--- config.mk ---
export PLATFORM = sky130hd
export DESIGN_NAME = crossing_supervisor_n
export DESIGN_NICKNAME = d
export VERILOG_FILES = /design/src/rtl/crossing_pkg.sv /design/src/rtl/crossing_supervisor_n_fsm.sv /design/src/rtl/crossing_supervisor_n.sv
export SDC_FILE = /design/constraint.sdc
export NUM_CORES = 1
export LEC_CHECK = 0
export BUFFER_PORTS_ARGS = -buffer_cell sky130_fd_sc_hd__buf_2
export CAP_MARGIN = 20
export CORE_UTILIZATION = 52
export CTS_CLUSTER_SIZE = 8
export DETAILED_ROUTE_END_ITERATION = 12
export PLACE_DENSITY_LB_ADDON = 0.1
export SYNTH_ARGS = -nofsm -noshare
export SYNTH_HDL_FRONTEND = slang
export SYNTH_SLANG_ARGS = --single-unit
export TNS_END_PERCENT = 30
--- constraint.sdc ---
create_clock -name clk -period 4.7 [get_ports clk]
set_input_delay 0.235 -clock clk [delete_from_list [all_inputs] [get_ports clk]]
set_output_delay 0.235 -clock clk [all_outputs]
set_load 0.005 [all_outputs]
--- src/rtl/crossing_pkg.sv ---
// Shared types and helpers for the crossing supervisor.
package crossing_pkg;

  typedef enum logic [2:0] {
    ST_IDLE   = 3'd0,
    ST_WARN   = 3'd1,
    ST_LOWER  = 3'd2,
    ST_CLOSED = 3'd3,
    ST_CLEAR  = 3'd4,
    ST_RAISE  = 3'd5,
    ST_FAULT  = 3'd6
  } state_t;

  typedef struct packed {
    logic barrier;
    logic red;
    logic yellow;
    logic alarm;
  } lamps_t;

  // Lamp/barrier/alarm pattern for each state.
  function automatic lamps_t decode_outputs(state_t s);
    lamps_t l;
    l = '0;
    case (s)
      ST_WARN:   begin l.yellow = 1'b1; l.alarm = 1'b1; end
      ST_LOWER,
      ST_CLOSED,
      ST_FAULT:  begin l.red = 1'b1; l.alarm = 1'b1; l.barrier = 1'b1; end
      ST_CLEAR:  begin l.red = 1'b1; l.barrier = 1'b1; end
      ST_RAISE:  l.yellow = 1'b1;
      default:   l = '0;
    endcase
    return l;
  endfunction

  // Warning time scaled by weather (x1/x2/x4/x8), saturated to the timer width.
  function automatic logic [31:0] warn_load(int unsigned base, logic [1:0] mode,
                                            int unsigned width);
    logic [63:0] shifted;
    logic [63:0] limit;
    shifted = 64'(base) << mode;
    limit   = (64'd1 << width) - 64'd1;
    if (shifted > limit) shifted = limit;
    return shifted[31:0];
  endfunction

endpackage

--- src/rtl/crossing_supervisor_n_fsm.sv ---
// Single-crossing phase FSM with phase timer and registered output decode.
module crossing_fsm
  import crossing_pkg::*;
#(
  parameter int unsigned WARN_CYCLES  = 16,
  parameter int unsigned LOWER_CYCLES = 8,
  parameter int unsigned CLEAR_CYCLES = 12,
  parameter int unsigned RAISE_CYCLES = 8,
  parameter int unsigned TIMER_W      = 16
) (
  input  logic       clk,
  input  logic       rst,
  input  logic       detected,
  input  logic       exited,
  input  logic       health,
  input  logic       emergency,
  input  logic [1:0] weather_mode,
  output logic [2:0] state,
  output logic [2:0] state_next,
  output logic       barrier_down,
  output logic       red_light,
  output logic       yellow_light,
  output logic       alarm_sound
);

  localparam logic [TIMER_W-1:0] LOWER_L = TIMER_W'(LOWER_CYCLES);
  localparam logic [TIMER_W-1:0] CLEAR_L = TIMER_W'(CLEAR_CYCLES);
  localparam logic [TIMER_W-1:0] RAISE_L = TIMER_W'(RAISE_CYCLES);

  state_t               state_q, state_d;
  logic [TIMER_W-1:0]   timer_q, timer_d;
  lamps_t               lamps_q;
  logic                 fault;
  logic                 expired;

  assign fault   = emergency | ~health;
  // A timer reading 1 (or 0 for a zero-length phase) ends the phase.
  assign expired = (timer_q <= TIMER_W'(1));

  // Next-state and timer logic; fault takes priority over every phase.
  always_comb begin
    state_d = state_q;
    timer_d = timer_q;
    if (fault) begin
      state_d = ST_FAULT;
      timer_d = '0;
    end else begin
      case (state_q)
        ST_IDLE: if (detected) begin
          state_d = ST_WARN;
          timer_d = TIMER_W'(warn_load(WARN_CYCLES, weather_mode, TIMER_W));
        end
        ST_WARN: if (expired) begin
          state_d = ST_LOWER;
          timer_d = LOWER_L;
        end else timer_d = timer_q - 1'b1;
        ST_LOWER: if (expired) begin
          state_d = ST_CLOSED;
          timer_d = '0;
        end else timer_d = timer_q - 1'b1;
        ST_CLOSED: if (exited && !detected) begin
          state_d = ST_CLEAR;
          timer_d = CLEAR_L;
        end
        ST_CLEAR: if (detected) begin
          state_d = ST_CLOSED;
          timer_d = '0;
        end else if (expired) begin
          state_d = ST_RAISE;
          timer_d = RAISE_L;
        end else timer_d = timer_q - 1'b1;
        ST_RAISE: if (detected) begin
          state_d = ST_LOWER;
          timer_d = LOWER_L;
        end else if (expired) begin
          state_d = ST_IDLE;
          timer_d = '0;
        end else timer_d = timer_q - 1'b1;
        ST_FAULT: if (detected) begin
          state_d = ST_CLOSED;
          timer_d = '0;
        end else begin
          state_d = ST_CLEAR;
          timer_d = CLEAR_L;
        end
        default: begin
          state_d = ST_IDLE;
          timer_d = '0;
        end
      endcase
    end
  end

  // State, timer and outputs decoded from the next state.
  always_ff @(posedge clk or posedge rst) begin
    if (rst) begin
      state_q <= ST_IDLE;
      timer_q <= '0;
      lamps_q <= '0;
    end else begin
      state_q <= state_d;
      timer_q <= timer_d;
      lamps_q <= decode_outputs(state_d);
    end
  end

  assign state        = state_q;
  assign state_next   = state_d;
  assign barrier_down = lamps_q.barrier;
  assign red_light    = lamps_q.red;
  assign yellow_light = lamps_q.yellow;
  assign alarm_sound  = lamps_q.alarm;

endmodule

--- src/rtl/crossing_supervisor_n.sv ---
// N-crossing supervisor: per-crossing FSMs, state-change event stream, active count.
module crossing_supervisor_n
  import crossing_pkg::*;
#(
  parameter int unsigned NUM_CROSSINGS = 4,
  parameter int unsigned WARN_CYCLES   = 16,
  parameter int unsigned LOWER_CYCLES  = 8,
  parameter int unsigned CLEAR_CYCLES  = 12,
  parameter int unsigned RAISE_CYCLES  = 8,
  parameter int unsigned TIMER_W       = 16,
  parameter int unsigned FIFO_DEPTH    = 8,
  localparam int unsigned IDX_W = (NUM_CROSSINGS > 1) ? $clog2(NUM_CROSSINGS) : 1,
  localparam int unsigned CNT_W = $clog2(NUM_CROSSINGS) + 1
) (
  input  logic                       clk,
  input  logic                       rst,
  input  logic [NUM_CROSSINGS-1:0]   train_detected,
  input  logic [NUM_CROSSINGS-1:0]   train_exited,
  input  logic [NUM_CROSSINGS-1:0]   sensor_health,
  input  logic                       emergency_global,
  input  logic [1:0]                 weather_mode,
  output logic [NUM_CROSSINGS-1:0]   barrier_down,
  output logic [NUM_CROSSINGS-1:0]   red_light,
  output logic [NUM_CROSSINGS-1:0]   yellow_light,
  output logic [NUM_CROSSINGS-1:0]   alarm_sound,
  output logic [3*NUM_CROSSINGS-1:0] crossing_states,
  output logic                       evt_valid,
  input  logic                       evt_ready,
  output logic [IDX_W+2:0]           evt_data,
  output logic [CNT_W-1:0]           active_count
);

  localparam int unsigned PTR_W = $clog2(FIFO_DEPTH);

  logic [2:0]               st      [NUM_CROSSINGS];
  logic [2:0]               st_next [NUM_CROSSINGS];
  logic [NUM_CROSSINGS-1:0] changed;
  logic [NUM_CROSSINGS-1:0] pending_q, pending_d;
  logic [IDX_W-1:0]         rr_ptr_q, rr_ptr_d;
  logic                     grant_valid;
  logic [IDX_W-1:0]         grant_idx;
  logic                     push, pop, full;
  logic [IDX_W+2:0]         push_data;
  logic [IDX_W+2:0]         mem [FIFO_DEPTH];
  logic [PTR_W-1:0]         wr_ptr_q, rd_ptr_q;
  logic [PTR_W:0]           count_q;
  logic [CNT_W-1:0]         active_d;

  for (genvar g = 0; g < NUM_CROSSINGS; g++) begin : g_xing
    crossing_fsm #(
      .WARN_CYCLES (WARN_CYCLES),
      .LOWER_CYCLES(LOWER_CYCLES),
      .CLEAR_CYCLES(CLEAR_CYCLES),
      .RAISE_CYCLES(RAISE_CYCLES),
      .TIMER_W     (TIMER_W)
    ) u_fsm (
      .clk         (clk),
      .rst         (rst),
      .detected    (train_detected[g]),
      .exited      (train_exited[g]),
      .health      (sensor_health[g]),
      .emergency   (emergency_global),
      .weather_mode(weather_mode),
      .state       (st[g]),
      .state_next  (st_next[g]),
      .barrier_down(barrier_down[g]),
      .red_light   (red_light[g]),
      .yellow_light(yellow_light[g]),
      .alarm_sound (alarm_sound[g])
    );
    assign crossing_states[3*g +: 3] = st[g];
    assign changed[g] = (st_next[g] != st[g]);
  end

  assign full      = (count_q == (PTR_W+1)'(FIFO_DEPTH));
  assign evt_valid = (count_q != '0);
  assign evt_data  = mem[rd_ptr_q];
  assign pop       = evt_valid & evt_ready;

  // Round-robin pick of the first pending crossing at or after the pointer.
  always_comb begin
    int unsigned idx;
    grant_valid = 1'b0;
    grant_idx   = '0;
    idx         = 0;
    for (int unsigned k = 0; k < NUM_CROSSINGS; k++) begin
      idx = 32'(rr_ptr_q) + k;
      if (idx >= NUM_CROSSINGS) idx = idx - NUM_CROSSINGS;
      if (!grant_valid && pending_q[idx]) begin
        grant_valid = 1'b1;
        grant_idx   = IDX_W'(idx);
      end
    end
  end

  // Push, pending update and pointer advance; a change landing on the
  // granted crossing in the push cycle keeps its pending bit set.
  always_comb begin
    push      = grant_valid & (~full | pop);
    push_data = {grant_idx, st[grant_idx]};
    pending_d = pending_q | changed;
    rr_ptr_d  = rr_ptr_q;
    if (push) begin
      pending_d[grant_idx] = changed[grant_idx];
      rr_ptr_d = (grant_idx == IDX_W'(NUM_CROSSINGS - 1)) ? '0 : grant_idx + 1'b1;
    end
  end

  // Count of crossings that will be non-idle after this edge.
  always_comb begin
    active_d = '0;
    for (int unsigned i = 0; i < NUM_CROSSINGS; i++)
      if (st_next[i] != 3'(ST_IDLE)) active_d = active_d + 1'b1;
  end

  // Arbiter, FIFO pointers and active count registers.
  always_ff @(posedge clk or posedge rst) begin
    if (rst) begin
      pending_q    <= '0;
      rr_ptr_q     <= '0;
      wr_ptr_q     <= '0;
      rd_ptr_q     <= '0;
      count_q      <= '0;
      active_count <= '0;
    end else begin
      pending_q    <= pending_d;
      rr_ptr_q     <= rr_ptr_d;
      active_count <= active_d;
      if (push) wr_ptr_q <= wr_ptr_q + 1'b1;
      if (pop)  rd_ptr_q <= rd_ptr_q + 1'b1;
      case ({push, pop})
        2'b10:   count_q <= count_q + 1'b1;
        2'b01:   count_q <= count_q - 1'b1;
        default: count_q <= count_q;
      endcase
    end
  end

  // Event storage; contents are only meaningful below the count.
  always_ff @(posedge clk) begin
    if (push) mem[wr_ptr_q] <= push_data;
  end

endmodule

==> run metrics, run 1 <==
root buf cell=clkbuf_16; via count=about 7,000; # IOs=55; ANT nets after route=0; Synth Cell Area=between 0.008 and 0.009 mm²; synth unique cells=75; Startpoint Class=flop; Total Die Area=about 0.017 mm²; Final Max Tran Viols=0; final period utilization=between 70% and 80%; final setup margin=~0.96 ns; Post-DP HPWL=roughly 13 mm; Worst VDD drop=approximately 0.32 mV; CTS tree=done; worst-margin pin slew=~1.1 ns; Syn-to-layout area delta=10.2%; Avg Vias per Cell=5.89; Worst Hold Class=input port to flop; CTS resizes=0; EDFF count, synth=40; number of max-cap violations=0; Clock Path Buffers=2; Total GRT Usage=a little under a quarter; RSZ-0062 raised after global routing=false; Tot Pwr=roughly 4.5 mW; final hold violations=0; global-route wire length before repair=between 30 and 40 mm; share of layout cells above drive strength 1=13.5%; final core occ=around 60%; chip width=roughly 130 µm; initial drt markers=659; port buffer count=54; Final Wtd Congestion=approximately 0.83; Tmin final=3.74 ns; antenna violations before repair=0; via count of the first global-routing pass=roughly 6,500; total clock buffers created by CTS=17; per-cell routed wire length=around 16 µm; share of the synthesized area in the top cell type=between 30% and 40%; YS warnings=0; Syn Inst Count=around 940; top_reg_cell synth=dfrtp_1; ys async rst share=72.8%; crit path capture type=flop; final clock skew=0.00751 ns; DRT Wirelength=between 15 and 20 mm; status=completed; Skew-Pair Late Insertion Delay=approximately 0.42 ns; critical path fanouts, max=7; Fmax=roughly 0.27 GHz; TNS Setup=0 ns; core area=about 0.016 mm²; net count after synthesis=a little under 1,000; sequential share of the synthesized area=~44%; Clk pin slew, worst setup/hold paths=approximately 0.06 ns; pre-CTS setup slack=0.995 ns; DRC=0; Initial Utilization=54.1%; diode count=0; area leader, netlist=dfrtp_1; Synth area leaders=dfrtp_1, edfxtp_1, o21ai_0; Rel. slew slack=between 20 and 30%; CP arrival=4.05 ns; largest net degree at the start of global routing=80; Pwr Density=469 mW/mm²; First-pass DRT Iterations=5; FF+latch count, synth=147; required time of the critical path=roughly 5.0 ns; total gr overflow=0; Die Height=131 µm; Crit Path Category=flop to flop; Sinks on Clock Net=around 150; # nets final=998; Mean Syn Cell Area=roughly 9 µm²; Final Setup Violations=0; static leakage=~4.0 nW; H-tree Lvls=4; # rows=between 40 and 50
## worst max-delay path, cell delays in order, from the launching register on
cell and delay [ns]:
dfrtp_1 0.43, or4_1 0.60, nor4_2 0.48, nand3_1 0.13
a221oi_1 0.43, nor2_1 0.12, and2_1 0.20, and2_1 0.16
ha_1 0.34, xor2_2 0.20, ha_1 0.28, mux2_4 0.26
## routing by layer
metal	vias to the layer above	track usage [%]	wire length (µm)
li1	3481	-	-
met1	3330	34.1	9340
met2	167	36.5	9130
met3	21	3.70	798
met4	0	7.24	312
met5	-	0	0
## kinds of logic after synthesis
logic type / synth area share [%]
AO/OA/AOI/OAI: 19.5
XOR/XNOR: 3.10
adder cells (fa/ha/maj): 2.96
buffers and inverters: 5.17
flip-flops: 44.5
multiplexers: 4.85
AND/OR/NAND/NOR: 20.0
## flip-flops by register name, indices dropped and copies added (netlist names)
signal	count
g_xing.u_fsm.timer_q	64
wr_ptr_q	3
rr_ptr_q	2
mem	40
g_xing.u_fsm.state	12
pending_q	4
rd_ptr_q	3
g_xing.u_fsm.alarm_sound	4
count_q	4
active_count	3
g_xing.u_fsm.yellow_light	4
g_xing.u_fsm.barrier_down	4
## final timing paths
| kind | startpoint | to | slack (ns) | depth (start not counted) |
|---|---|---|---|---|
| worst max-delay path | g_xing[0].u_fsm.timer_q[2] | active_count[1] | 0.96 | 11 |
| worst min-delay path | evt_ready | rd_ptr_q[2] | 0.13 | 3 |
| worst max register to register | g_xing[0].u_fsm.timer_q[2] | active_count[1] | 0.96 | 11 |
| worst min register to register | count_q[3] | count_q[3] | 0.50 | 1 |
| max in group asynchronous | rst | g_xing[2].u_fsm.timer_q[5] | 3.26 | 5 |
| min in group asynchronous | rst | g_xing[1].u_fsm.alarm_sound | 0.39 | 3 |
## power breakdown
group / leakage (nW) / internal [mW] / switching [mW]
Combinational: 2.02 / 0.595 / 0.755
Sequential: 1.73 / 1.65 / 0.213
Clock: 0.270 / 0.737 / 0.561
## repair_timing
action / CTS / global route
hold buffers: 0 / 1
setup buffers: 0 / 0
hold endpoints to repair: 0 / 33
## cells in the final DEF, fill, tap and decap left out, types with 8 or more instances in the layout
master / synthesis / final
dfrtp_1: 107 / 107
nor2_1: 97 / 97
o21ai_0: 94 / 93
nand2_1: 73 / 73
a21oi_1: 57 / 57
buf_2: 3 / 54
nor3_1: 41 / 41
edfxtp_1: 40 / 40
inv_1: 40 / 39
nand2b_1: 23 / 23
xnor2_1: 19 / 19
nor2b_1: 19 / 19
ha_1: 19 / 19
nand3_1: 17 / 17
clkbuf_16: 0 / 17
nor4_1: 13 / 13
a31oi_1: 12 / 12
xor2_1: 10 / 10
mux2_2: 10 / 10
o211ai_1: 10 / 10
mux4_2: 10 / 10
or4_1: 9 / 9
a32oi_1: 9 / 9
o31ai_1: 9 / 9
or3_1: 8 / 8
## through the flow
| step | cell area [µm²] | hold WS, ns | cells |
|---|---|---|---|
| floorplan | 8720 | 0.375 | 941 |
| detailed placement | 9000 | 0.482 | 1154 |
| global placement | 9000 | 0.479 | 1153 |
| global route | 9600 | 0.159 | 1189 |
| CTS | 9560 | 0.0771 | 1186 |
| finish | 9600 | 0.129 | 1189 |
## layout make-up
| class | instances | area, µm² |
|---|---|---|
| clock buffers | 19 | 433 |
| fillers | 1404 | 6510 |
| flip-flops and latches | 147 | 3880 |
| inverters | 40 | 153 |
| repair buffers | 63 | 358 |
| clock inverters | 13 | 124 |
| multi-input cells | 691 | 4390 |
| well taps | 216 | 270 |
## Yosys cell counts, types with 4 or more instances
master    instances
a21oi_1          57
and2_1            7
buf_1             4
buf_4            16
a211o_1           5
nor3b_1           7
nand3_1          17
o21a_1            4
inv_1            40
mux2_2           10
ha_1             19
nor2b_1          19
nand2_1          73
o22ai_1           7
nor2_1           97
nand3b_1          5
a31oi_1          12
edfxtp_1         40
xor2_1           10
a211oi_1          7
or4_1             9
nor4_1           13
mux4_2           10
dfrtp_1         107
or3_1             8
or2_2             7
a32oi_1           9
xnor2_1          19
nor3_1           41
mux2i_1           7
a22oi_1           7
a22o_1            4
o21ai_0          94
o211ai_1         10
nand2b_1         23
clkbuf_1         40
nand4_1           4
o31ai_1           9
No activity file was read; power rests on OpenSTA's default activity.
==> run 2: changes to the inputs <==
ABC_AREA = 1   (was default)
clock period = 3.8 ns   (was 4.7 ns; I/O delays follow)
==> run metrics, run 2 <==
core area=0.0166 mm² (+2.9%); Clk pin slew, worst setup/hold paths=0.07 ns (about the same); worst-margin pin slew=0.749 ns (-0.304 ns); Die Height=132 µm (+0.50%); Syn-to-layout area delta=10.3%; Startpoint Class=flop; CP cell instances=inv_1 > ha_1 > nand2_1 > a21oi_2 > nand2_1 > nand2_1 > nand3_1 > nor2_1 > nand2_1 > inv_1 > ha_1 > xnor2_1 > inv_1 > ha_1 > mux2_1; final period utilization=78.6% (-1.1 points); critical path fanouts, max=5 (-2); sequential share of the synthesized area=44.0% (-0.45 points); port buffer count=54 (unchanged); CP max stage delay=0.38 ns (-0.22 ns); Fmax=0.335 GHz (+25%); WHS=0.0432 ns (-0.0860 ns); TNS Setup=0 ns (unchanged); Syn Inst Count=1,120 (+19%); # rows=47 (+2.2%); chip width=132 µm (+0.50%); most used cell, CP=nand2_1; CP bufs+invs=3 (+3); # IOs=55 (unchanged); Pwr Density=664 mW/mm² (+41%); setup bufs post-CTS=0 (unchanged); Mean Syn Cell Area=7.86 µm² (-15%); required time of the critical path=4.11 ns (-0.90 ns); CP arrival=3.30 ns (-0.75 ns); Avg Vias per Cell=5.32 (-9.7%); Final Wtd Congestion=0.890 (+6.7%); most common cell in the netlist=nand2_1; total clock buffers created by CTS=17 (unchanged); FF+latch count, synth=147 (unchanged); DRT Wirelength=19.9 mm (+1.7%); crit path max-delay cell type=dfrtp_1; top_reg_cell synth=dfrtp_1; RSZ-0062 raised after global routing=false; Total Die Area=0.0175 mm² (+1.0%); DRC=0 (unchanged); via count=7,386 (+5.5%); commonest cells in the netlist=nand2_1, nor2_1, inv_1; initial drt markers=491 (-25%); number of max-cap violations=0 (unchanged); Synth Cell Area=0.00881 mm² (+1.0%); most common cell after layout, fill and taps aside=nand2_1; Final Max Tran Viols=0 (unchanged); delay-heaviest family, CP=simple AND/OR/NAND/NOR gates; final clock skew=0.0131 ns (+0.00559 ns); final hold violations=0 (unchanged); Total GRT Usage=24.1% (+0.47 points); Skew-Pair Late Insertion Delay=0.44 ns (+0.02 ns); Clock Path Buffers=2 (unchanged); CTS tree=done; area leader, netlist=dfrtp_1; H-tree Lvls=4 (unchanged); Initial Utilization=53.1% (-0.99 points); # nets final=1,194 (+20%); Rel. slew slack=49.6% (+20 points); synth unique cells=56 (-25%); number of flip-flops in the largest register=64 (unchanged); root buf cell=clkbuf_16; ys async rst share=72.8% (unchanged); via count of the first global-routing pass=7,012 (+7.5%); Final Setup Violations=0 (unchanged); Worst VDD drop=0.476 mV (+49%); antenna violations before repair=0 (unchanged); YS warnings=0 (unchanged); ANT nets after route=0 (unchanged); Sinks on Clock Net=147 (unchanged); diode count=0 (unchanged); Post-DP HPWL=14.6 mm (+8.2%); CTS resizes=0 (unchanged); Crit Path Category=flop to flop; global-route wire length before repair=33.3 mm (+1.1%); hold buffer count at CTS=1 (+1); Synth area leaders=dfrtp_1, edfxtp_1, nand2_1; share of the synthesized area in the top cell type=30.4% (-0.31 points); most flop-heavy register=g_xing.u_fsm.timer_q; crit path capture type=flop; Tmin final=2.99 ns (-0.757 ns); Worst Hold Class=input port to flop; per-cell routed wire length=14.3 µm (-13%); EDFF count, synth=40 (unchanged); status=completed; net count after synthesis=1,158 (+18%); largest net degree at the start of global routing=53 (-34%); share of layout cells above drive strength 1=12.3% (-1.1 points); total gr overflow=0 (unchanged); First-pass DRT Iterations=5 (unchanged); most frequent cells in the layout=nand2_1, nor2_1, inv_1, dfrtp_1, o21ai_0; static leakage=4.76 nW (+18%)
==> run 2: cell count changes after synthesis, moves of 19 or more <==
| cell | delta |
|---|---|
| clkbuf_1 | -30 |
| inv_1 | +95 |
| nand2_1 | +155 |
| nand2b_1 | -23 |
| nand3_1 | +39 |
| nor2_1 | +56 |
| nor2b_1 | -19 |
| nor3_1 | -23 |
| xor2_1 | +22 |
==> run 2: area by class of cell <==
cell class | count | area, µm²
Clock buffer | 17 | 425
Clock inverter | 15 | 150
Sequential cell | 147 | 3880
Multi-Input combinational cell | 790 | 4140
Timing Repair Buffer | 59 | 310
Tap cell | 220 | 275
Inverter | 141 | 533
Fill cell | 1575 | 6870
==> run 2: path summary, 6_finish.rpt <==
kind | startpoint | to | slack (ns) | cells after the start
worst max-delay path | g_xing[0].u_fsm.timer_q[0] | active_count[1] | 0.81 | 15
worst min-delay path | sensor_health[2] | g_xing[2].u_fsm.timer_q[7] | 0.04 | 3
worst max register to register | g_xing[0].u_fsm.timer_q[0] | active_count[1] | 0.81 | 15
worst min register to register | g_xing[2].u_fsm.timer_q[14] | g_xing[2].u_fsm.timer_q[14] | 0.52 | 1
max in group asynchronous | rst | wr_ptr_q[1] | 2.55 | 4
min in group asynchronous | rst | g_xing[0].u_fsm.timer_q[7] | 0.39 | 3
==> run 2: kinds of logic (layout without fill, tap and decap cells) <==
kind of cell	Yosys count	count (layout)	share of synthesized area, %
simple gates	531	531	27.0
mux	1	1	0.128
compound gates	197	197	12.9
fa+ha+maj	20	20	2.93
xor+xnor	41	41	4.08
flops	147	147	44.0
buf+inv	183	232	8.94
==> run 2: routing by layer <==
layer  GRT usage, %  part of all wire (%)
met5              0                     0
met4           9.56                   2.9
met3           5.38                   4.0
met2           38.5                    46
met1           31.8                    48
==> run 2: worst reg2reg max path: cells and delay by family, from the launching register on <==
family | cells | cell delay, ns
muxes | 1 | 0.28
buffers and inverters | 3 | 0.24
DFF | 1 | 0.38
and+or+nand+nor | 6 | 0.77
xor gates and xnor gates | 1 | 0.24
AOI/OAI and AO/OA | 1 | 0.21
adders and majority gates | 3 | 0.74
==> run 2: power by group <==
| group | switching, mW | internal [mW] | total [mW] |
|---|---|---|---|
| sequential | 0.183 | 2.20 | 2.38 |
| combinational | 1.63 | 0.780 | 2.41 |
| clock | 0.733 | 0.917 | 1.65 |
==> run 2: through the flow <==
stage | std cells | setup slack (ns) | power, mW | util [%] | area [µm²]
6_report | 1389 | 0.814 | 6.45 | 58.6 | 9710
5_1_grt | 1389 | 0.509 | 6.92 | 58.6 | 9710
4_1_cts | 1389 | 0.809 | 6.48 | 58.6 | 9710
3_5_place_dp | 1356 | 0.843 | 4.82 | 55.0 | 9130
3_3_place_gp | 1356 | 0.903 | 4.80 | 55.0 | 9130
2_1_floorplan | 1120 | 0.793 | 4.21 | - | 8810
